File: config.mk
export PLATFORM = sky130hd
export DESIGN_NAME = axil_host_ctrl_regs
export DESIGN_NICKNAME = d
export VERILOG_FILES = /design/src/rtl/axil_host_ctrl_pkg.sv /design/src/rtl/axil_host_ctrl_regs.sv
export SDC_FILE = /design/constraint.sdc
export NUM_CORES = 1
export LEC_CHECK = 0
export ABC_AREA = 0
export CAP_MARGIN = 20
export CORE_MARGIN = 2
export CORE_UTILIZATION = 27
export DETAILED_ROUTE_END_ITERATION = 8
export GPL_ROUTABILITY_DRIVEN = 0
export SLEW_MARGIN = 15
export SYNTH_ARGS = -nofsm -noshare
export SYNTH_HDL_FRONTEND = slang
export SYNTH_SLANG_ARGS = --single-unit
File: constraint.sdc
create_clock -name clk_i -period 3.2 [get_ports clk_i]
set_input_delay 0.8 -clock clk_i [delete_from_list [all_inputs] [get_ports clk_i]]
set_output_delay 0.8 -clock clk_i [all_outputs]
set_load 0.05 [all_outputs]
File: src/rtl/axil_host_ctrl_pkg.sv
// rtl/axil_host_ctrl_pkg.sv - register map, field positions and response codes for the host control block
package axil_host_ctrl_pkg;

  localparam int ADDR_W    = 12;
  localparam int REG_IDX_W = ADDR_W - 2;

  // Register word indices (byte offset >> 2)
  localparam logic [REG_IDX_W-1:0] REG_ID          = 10'h000;
  localparam logic [REG_IDX_W-1:0] REG_CTRL        = 10'h001;
  localparam logic [REG_IDX_W-1:0] REG_STATUS      = 10'h002;
  localparam logic [REG_IDX_W-1:0] REG_RAM_BASE_LO = 10'h004;
  localparam logic [REG_IDX_W-1:0] REG_RAM_BASE_HI = 10'h005;
  localparam logic [REG_IDX_W-1:0] REG_SCRATCH     = 10'h006;

  localparam int CTRL_INIT_BIT    = 0;
  localparam int CTRL_ENABLE_BIT  = 1;
  localparam int STATUS_DONE_BIT  = 0;
  localparam int STATUS_BUSY_BIT  = 1;

  localparam logic [1:0] RESP_OKAY   = 2'b00;
  localparam logic [1:0] RESP_SLVERR = 2'b10;

  function automatic logic is_mapped(input logic [REG_IDX_W-1:0] idx);
    return (idx == REG_ID) || (idx == REG_CTRL) || (idx == REG_STATUS) ||
           (idx == REG_RAM_BASE_LO) || (idx == REG_RAM_BASE_HI) || (idx == REG_SCRATCH);
  endfunction

  function automatic logic [31:0] apply_wstrb(input logic [31:0] old_v,
                                              input logic [31:0] new_v,
                                              input logic [3:0]  strb);
    logic [31:0] res;
    res = old_v;
    for (int b = 0; b < 4; b++) begin
      if (strb[b]) res[8*b +: 8] = new_v[8*b +: 8];
    end
    return res;
  endfunction

endpackage

File: src/rtl/axil_host_ctrl_regs.sv
// rtl/axil_host_ctrl_regs.sv - AXI4-Lite register file holding host RAM base, init pulse and done status
module axil_host_ctrl_regs
  import axil_host_ctrl_pkg::*;
#(
  parameter logic [31:0] ID_VALUE     = 32'h4842_0001,
  parameter logic [63:0] RAM_BASE_RST = 64'h0,
  parameter logic [31:0] ERR_RDATA    = 32'hDEAD_BEEF
) (
  input  logic        clk_i,
  input  logic        rst_i_n,
  input  logic [11:0] s_axil_awaddr,
  input  logic        s_axil_awvalid,
  output logic        s_axil_awready,
  input  logic [31:0] s_axil_wdata,
  input  logic [3:0]  s_axil_wstrb,
  input  logic        s_axil_wvalid,
  output logic        s_axil_wready,
  output logic [1:0]  s_axil_bresp,
  output logic        s_axil_bvalid,
  input  logic        s_axil_bready,
  input  logic [11:0] s_axil_araddr,
  input  logic        s_axil_arvalid,
  output logic        s_axil_arready,
  output logic [31:0] s_axil_rdata,
  output logic [1:0]  s_axil_rresp,
  output logic        s_axil_rvalid,
  input  logic        s_axil_rready,
  output logic [63:0] ram_base_addr_o,
  output logic        init_o,
  input  logic        init_done_i,
  input  logic        busy_i
);

  logic                 aw_full_q, aw_full_d;
  logic [REG_IDX_W-1:0] aw_idx_q, aw_idx_d;
  logic                 w_full_q, w_full_d;
  logic [31:0]          w_data_q, w_data_d;
  logic [3:0]           w_strb_q, w_strb_d;
  logic                 awready_q, awready_d;
  logic                 wready_q, wready_d;
  logic                 bvalid_q, bvalid_d;
  logic [1:0]           bresp_q, bresp_d;
  logic                 arready_q, arready_d;
  logic                 rvalid_q, rvalid_d;
  logic [31:0]          rdata_q, rdata_d;
  logic [1:0]           rresp_q, rresp_d;
  logic                 enable_q, enable_d;
  logic                 done_q, done_d;
  logic                 init_q, init_d;
  logic [31:0]          ram_lo_q, ram_lo_d;
  logic [31:0]          ram_hi_q, ram_hi_d;
  logic [31:0]          scratch_q, scratch_d;

  logic                 aw_hs, w_hs, ar_hs, commit;
  logic [REG_IDX_W-1:0] ar_idx;
  logic [31:0]          rd_data;
  logic                 rd_ok;
  logic                 unused_addr_bits;

  assign aw_hs  = s_axil_awvalid && awready_q;
  assign w_hs   = s_axil_wvalid && wready_q;
  assign ar_hs  = s_axil_arvalid && arready_q;
  assign commit = aw_full_q && w_full_q;
  assign ar_idx = s_axil_araddr[11:2];
  assign unused_addr_bits = ^{s_axil_awaddr[1:0], s_axil_araddr[1:0]};

  // Read mux sees register values before any same-cycle commit, so reads return old data
  always_comb begin
    rd_data = ERR_RDATA;
    rd_ok   = 1'b1;
    case (ar_idx)
      REG_ID:          rd_data = ID_VALUE;
      REG_CTRL:        rd_data = {30'b0, enable_q, 1'b0};
      REG_STATUS:      rd_data = {30'b0, busy_i, done_q};
      REG_RAM_BASE_LO: rd_data = ram_lo_q;
      REG_RAM_BASE_HI: rd_data = ram_hi_q;
      REG_SCRATCH:     rd_data = scratch_q;
      default:         rd_ok   = 1'b0;
    endcase
  end

  always_comb begin
    aw_full_d = aw_full_q;
    aw_idx_d  = aw_idx_q;
    w_full_d  = w_full_q;
    w_data_d  = w_data_q;
    w_strb_d  = w_strb_q;
    bvalid_d  = bvalid_q;
    bresp_d   = bresp_q;
    rvalid_d  = rvalid_q;
    rdata_d   = rdata_q;
    rresp_d   = rresp_q;
    enable_d  = enable_q;
    done_d    = done_q;
    init_d    = 1'b0;
    ram_lo_d  = ram_lo_q;
    ram_hi_d  = ram_hi_q;
    scratch_d = scratch_q;

    if (aw_hs) begin
      aw_full_d = 1'b1;
      aw_idx_d  = s_axil_awaddr[11:2];
    end
    if (w_hs) begin
      w_full_d = 1'b1;
      w_data_d = s_axil_wdata;
      w_strb_d = s_axil_wstrb;
    end
    if (bvalid_q && s_axil_bready) bvalid_d = 1'b0;

    if (commit) begin
      aw_full_d = 1'b0;
      w_full_d  = 1'b0;
      bvalid_d  = 1'b1;
      bresp_d   = is_mapped(aw_idx_q) ? RESP_OKAY : RESP_SLVERR;
      case (aw_idx_q)
        REG_CTRL: begin
          if (w_strb_q[0]) begin
            enable_d = w_data_q[CTRL_ENABLE_BIT];
            init_d   = w_data_q[CTRL_INIT_BIT] && enable_q;
          end
        end
        REG_STATUS: begin
          if (w_strb_q[0] && w_data_q[STATUS_DONE_BIT]) done_d = 1'b0;
        end
        REG_RAM_BASE_LO: ram_lo_d  = apply_wstrb(ram_lo_q, w_data_q, w_strb_q);
        REG_RAM_BASE_HI: ram_hi_d  = apply_wstrb(ram_hi_q, w_data_q, w_strb_q);
        REG_SCRATCH:     scratch_d = apply_wstrb(scratch_q, w_data_q, w_strb_q);
        default: ;
      endcase
    end

    // A completion pulse overrides a simultaneous software clear
    if (init_done_i) done_d = 1'b1;

    awready_d = !aw_full_d && !bvalid_d;
    wready_d  = !w_full_d && !bvalid_d;

    if (rvalid_q && s_axil_rready) rvalid_d = 1'b0;
    if (ar_hs) begin
      rvalid_d = 1'b1;
      rdata_d  = rd_data;
      rresp_d  = rd_ok ? RESP_OKAY : RESP_SLVERR;
    end
    arready_d = !rvalid_d;
  end

  always_ff @(posedge clk_i or negedge rst_i_n) begin
    if (!rst_i_n) begin
      aw_full_q <= 1'b0;
      aw_idx_q  <= '0;
      w_full_q  <= 1'b0;
      w_data_q  <= '0;
      w_strb_q  <= '0;
      awready_q <= 1'b0;
      wready_q  <= 1'b0;
      bvalid_q  <= 1'b0;
      bresp_q   <= RESP_OKAY;
      arready_q <= 1'b0;
      rvalid_q  <= 1'b0;
      rdata_q   <= '0;
      rresp_q   <= RESP_OKAY;
      enable_q  <= 1'b0;
      done_q    <= 1'b0;
      init_q    <= 1'b0;
      ram_lo_q  <= RAM_BASE_RST[31:0];
      ram_hi_q  <= RAM_BASE_RST[63:32];
      scratch_q <= '0;
    end else begin
      aw_full_q <= aw_full_d;
      aw_idx_q  <= aw_idx_d;
      w_full_q  <= w_full_d;
      w_data_q  <= w_data_d;
      w_strb_q  <= w_strb_d;
      awready_q <= awready_d;
      wready_q  <= wready_d;
      bvalid_q  <= bvalid_d;
      bresp_q   <= bresp_d;
      arready_q <= arready_d;
      rvalid_q  <= rvalid_d;
      rdata_q   <= rdata_d;
      rresp_q   <= rresp_d;
      enable_q  <= enable_d;
      done_q    <= done_d;
      init_q    <= init_d;
      ram_lo_q  <= ram_lo_d;
      ram_hi_q  <= ram_hi_d;
      scratch_q <= scratch_d;
    end
  end

  assign s_axil_awready  = awready_q;
  assign s_axil_wready   = wready_q;
  assign s_axil_bvalid   = bvalid_q;
  assign s_axil_bresp    = bresp_q;
  assign s_axil_arready  = arready_q;
  assign s_axil_rvalid   = rvalid_q;
  assign s_axil_rdata    = rdata_q;
  assign s_axil_rresp    = rresp_q;
  assign ram_base_addr_o = {ram_hi_q, ram_lo_q};
  assign init_o          = init_q;

endmodule

==> load_flow_metrics.sql <==
INSERT INTO impl_metrics (metric_group, metric, value, unit) VALUES
('outcome', 'status', 'finished, final reports clean', ''),
('layout', 'final_cell_mix', '186 x sky130_fd_sc_hd__dfrtp_1, 166 x sky130_fd_sc_hd__clkdlybuf4s50_1, 140 x sky130_fd_sc_hd__mux2_2', ''),
('floorplan', 'core_area', '28600', 'µm²'),
('global_route', 'grt_overflow', '0', ''),
('timing', 'final-max-slew-violation-count', '0', ''),
('logic_synthesis', 'post_synth.cell_area_avg', '13.6', 'µm²'),
('critical_path', 'critical_path.max_stage_delay', '0.89', 'ns'),
('critical_path', 'cell_chain_of_the_critical_path', 'clkdlybuf4s50_1', ''),
('global_route', 'grt_pass1_wl', '34100', 'µm'),
('logic_synthesis', 'synth_area', '7810', 'µm²'),
('critical_path', 'worst-r2r-cell-count', '4', ''),
('clock_network', 'ctsResizeCount', '0', ''),
('logic_synthesis', 'netlist-cell-type-count', '47', ''),
('worst_hold_path', 'min_path_type', 'input port to asynchronous set/reset pin', ''),
('clock_network', 'tritoncts_clock_tree', 'built', ''),
('logic_synthesis', 'yosysSeqAreaShare', '59.6', '%'),
('logic_synthesis', 'yosys_register_bits', '186', ''),
('timing', 'final-hold-violation-count', '0', ''),
('place', 'dpl_cell_area', '10000', 'µm²'),
('floorplan', 'io-pin-count', '175', ''),
('timing', 'fmax', '398', 'MHz'),
('logic_synthesis', 'post_synth_inst_count', '573', ''),
('critical_path', 'criticalPathCategory', 'register to output pin', ''),
('critical_path', 'worstPathBufferInverterCount', '1', ''),
('logic_synthesis', 'adder_and_majority_cell_fraction_of_the_synthesized_area', '0', '%'),
('place', 'dp.final_hpwl', '14900', 'µm'),
('layout', 'drive_gt1_share', '28.4', '%'),
('logic_synthesis', 'multiplexer_fraction_of_the_synthesized_cell_area', '22.3', '%'),
('logic_synthesis', 'synth_enable_flop_cells', '0', ''),
('critical_path', 'crit_required', '2.40', 'ns'),
('global_route', 'grt_util_all_layers', '15.0', '%'),
('clock_network', 'clock-sinks', '186', ''),
('logic_synthesis', 'share_of_the_synthesized_area_in_compound_gates_ao_oa_aoi_oai', '7.95', '%'),
('timing', 'totalNegativeSetupSlack', '0', 'ns'),
('global_route', 'grt_pass1_vias', '5592', ''),
('route', 'routed-via-count', '5316', ''),
('floorplan', 'floorplan.initialDensity', '27.3', '%'),
('floorplan', 'die_area', '30300', 'µm²'),
('timing', 'setup_violations', '0', ''),
('timing', 'grt_setup_unrepaired', 'false', ''),
('route', 'first_pass_iters', '4', ''),
('logic_synthesis', 'dominant_combinational_cell_family_by_area_after_synthesis', 'multiplexers', ''),
('logic_synthesis', 'ys.warnings.count', '0', ''),
('timing', 'slew_headroom', '56.2', '%'),
('layout', 'num_antenna_cells', '0', ''),
('place', 'numPortBuffers', '168', ''),
('layout', 'area.growth.synth_to_final', '35.8', '%'),
('logic_synthesis', 'synth_top_flop_cell', 'sky130_fd_sc_hd__dfrtp_1', ''),
('clock_network', 'cts.hold.buffers_added', '0', ''),
('critical_path', 'reg2reg_setup_slack', '0.73', 'ns'),
('logic_synthesis', 'synth_xor_xnor_area_share', '0', '%'),
('critical_path', 'largest_fanout_on_the_critical_path', '3', ''),
('route', 'route.detailed.vias_per_inst', '4.65', ''),
('layout', 'mostFrequentLayoutCell', 'sky130_fd_sc_hd__dfrtp_1', ''),
('route', 'routedWlPerCell', '19.3', 'µm'),
('global_route', 'grt_start_max_net_pins', '77', ''),
('timing', 'tightestPinTransition', '0.657', 'ns'),
('floorplan', 'die_w', '174', 'µm'),
('clock_network', 'path_clk_slew', '0.07', 'ns'),
('critical_path', 'timing.critical_path.from_type', 'register', ''),
('global_route', 'antenna_found_initial', '1', ''),
('timing', 'clock_skew', '0.0143', 'ns'),
('route', 'route.final.wire_length', '22100', 'µm'),
('critical_path', 'slowest_stage', 'sky130_fd_sc_hd__clkdlybuf4s50_1', ''),
('layout', 'design_area', '10600', 'µm²'),
('critical_path', 'critical_path.reg2reg.endpoint', 'scratch_q[24]', ''),
('route', 'postRouteAntennaNets', '0', ''),
('layout', 'layout.nets', '815', ''),
('clock_network', 'insertion_delay', '0.43', 'ns'),
('job', 'max_cap_viol_count', '0', ''),
('clock_network', 'ctsRootBufferMaster', 'sky130_fd_sc_hd__clkbuf_16', '');
worst max-delay path by stage:
stage	startpoint	endpoint	slack, ns
detailed placement	s_axil_araddr[8]	s_axil_rdata[15]	0.33
global route	aw_idx_q[3]	ram_hi_q[26]	0.62
CTS	ram_lo_q[25]	ram_base_addr_o[25]	0.68
global placement	s_axil_araddr[8]	s_axil_rdata[2]	0.35
finish	ram_lo_q[25]	ram_base_addr_o[25]	0.69
floorplan	s_axil_araddr[8]	s_axil_rdata[10]	0.92
cell families after synthesis:
| family | Yosys count |
|---|---|
| multiplexers | 156 |
| flip-flops | 186 |
| other | 1 |
| AND/OR/NAND/NOR | 111 |
| AO/OA/AOI/OAI | 83 |
| buffers and inverters | 36 |
layer usage:
layer | GRT usage (%) | vias to the layer above | share of wire, %
met5 | 0 | - | 0.059
met4 | 3.47 | 2 | 0.87
met3 | 4.09 | 16 | 6.3
met2 | 24.0 | 145 | 47
met1 | 20.2 | 2741 | 46
li1 | - | 2412 | -
state kept, by name (all words and copies together), names as in the netlist, 4 cells and up:
register / flops
ram_hi_q: 32
ram_lo_q: 32
s_axil_rdata: 32
scratch_q: 32
w_data_q: 32
aw_idx_q: 10
w_strb_q: 4
power by group:
part / internal (W) / total [W] / leakage, nW / switching (W)
Clock: 0.00126 / 0.00219 / 0.303 / 0.000935
Sequential: 0.00273 / 0.00310 / 2.34 / 0.000370
Combinational: 0.000562 / 0.00113 / 1.98 / 0.000569
area by class of cell:
class | instances | area, µm²
Fill cell | 2755 | 18000
Sequential cell | 186 | 4650
Multi-Input combinational cell | 352 | 2980
Timing Repair Buffer | 187 | 1870
Clock buffer | 22 | 494
Tap cell | 384 | 480
Clock inverter | 9 | 110
Inverter | 2 | 7.51
synth_stat cells, drive strengths merged, types with 4 or more instances:
cell type	number	area share [%]
o21ai	11	0.70
nand3	6	0.38
a22o	20	2.2
nor4	4	0.51
nor2b	7	0.56
or3	5	0.40
buf	19	1.6
nor2	34	1.6
nand2	29	1.5
a22oi	8	0.77
a221oi	9	1.6
mux2i	10	1.3
nor3	6	0.74
dfrtp	186	60
mux2	146	21
clkbuf	15	0.72
and3	9	0.72
a21oi	24	1.5
metrics by stage:
step	util, %	power [W]	hold WS (ns)	std cells	setup WS (ns)
2_1_floorplan	-	0.00376	0.445	574	0.917
3_3_place_gp	34.9	0.00425	0.477	1111	0.348
4_1_cts	37.0	0.00649	0.420	1142	0.678
6_report	37.0	0.00642	0.389	1142	0.688
5_1_grt	37.0	0.00672	0.433	1142	0.623
3_5_place_dp	34.9	0.00428	0.478	1111	0.332
Power figures use the tool's default switching activity.
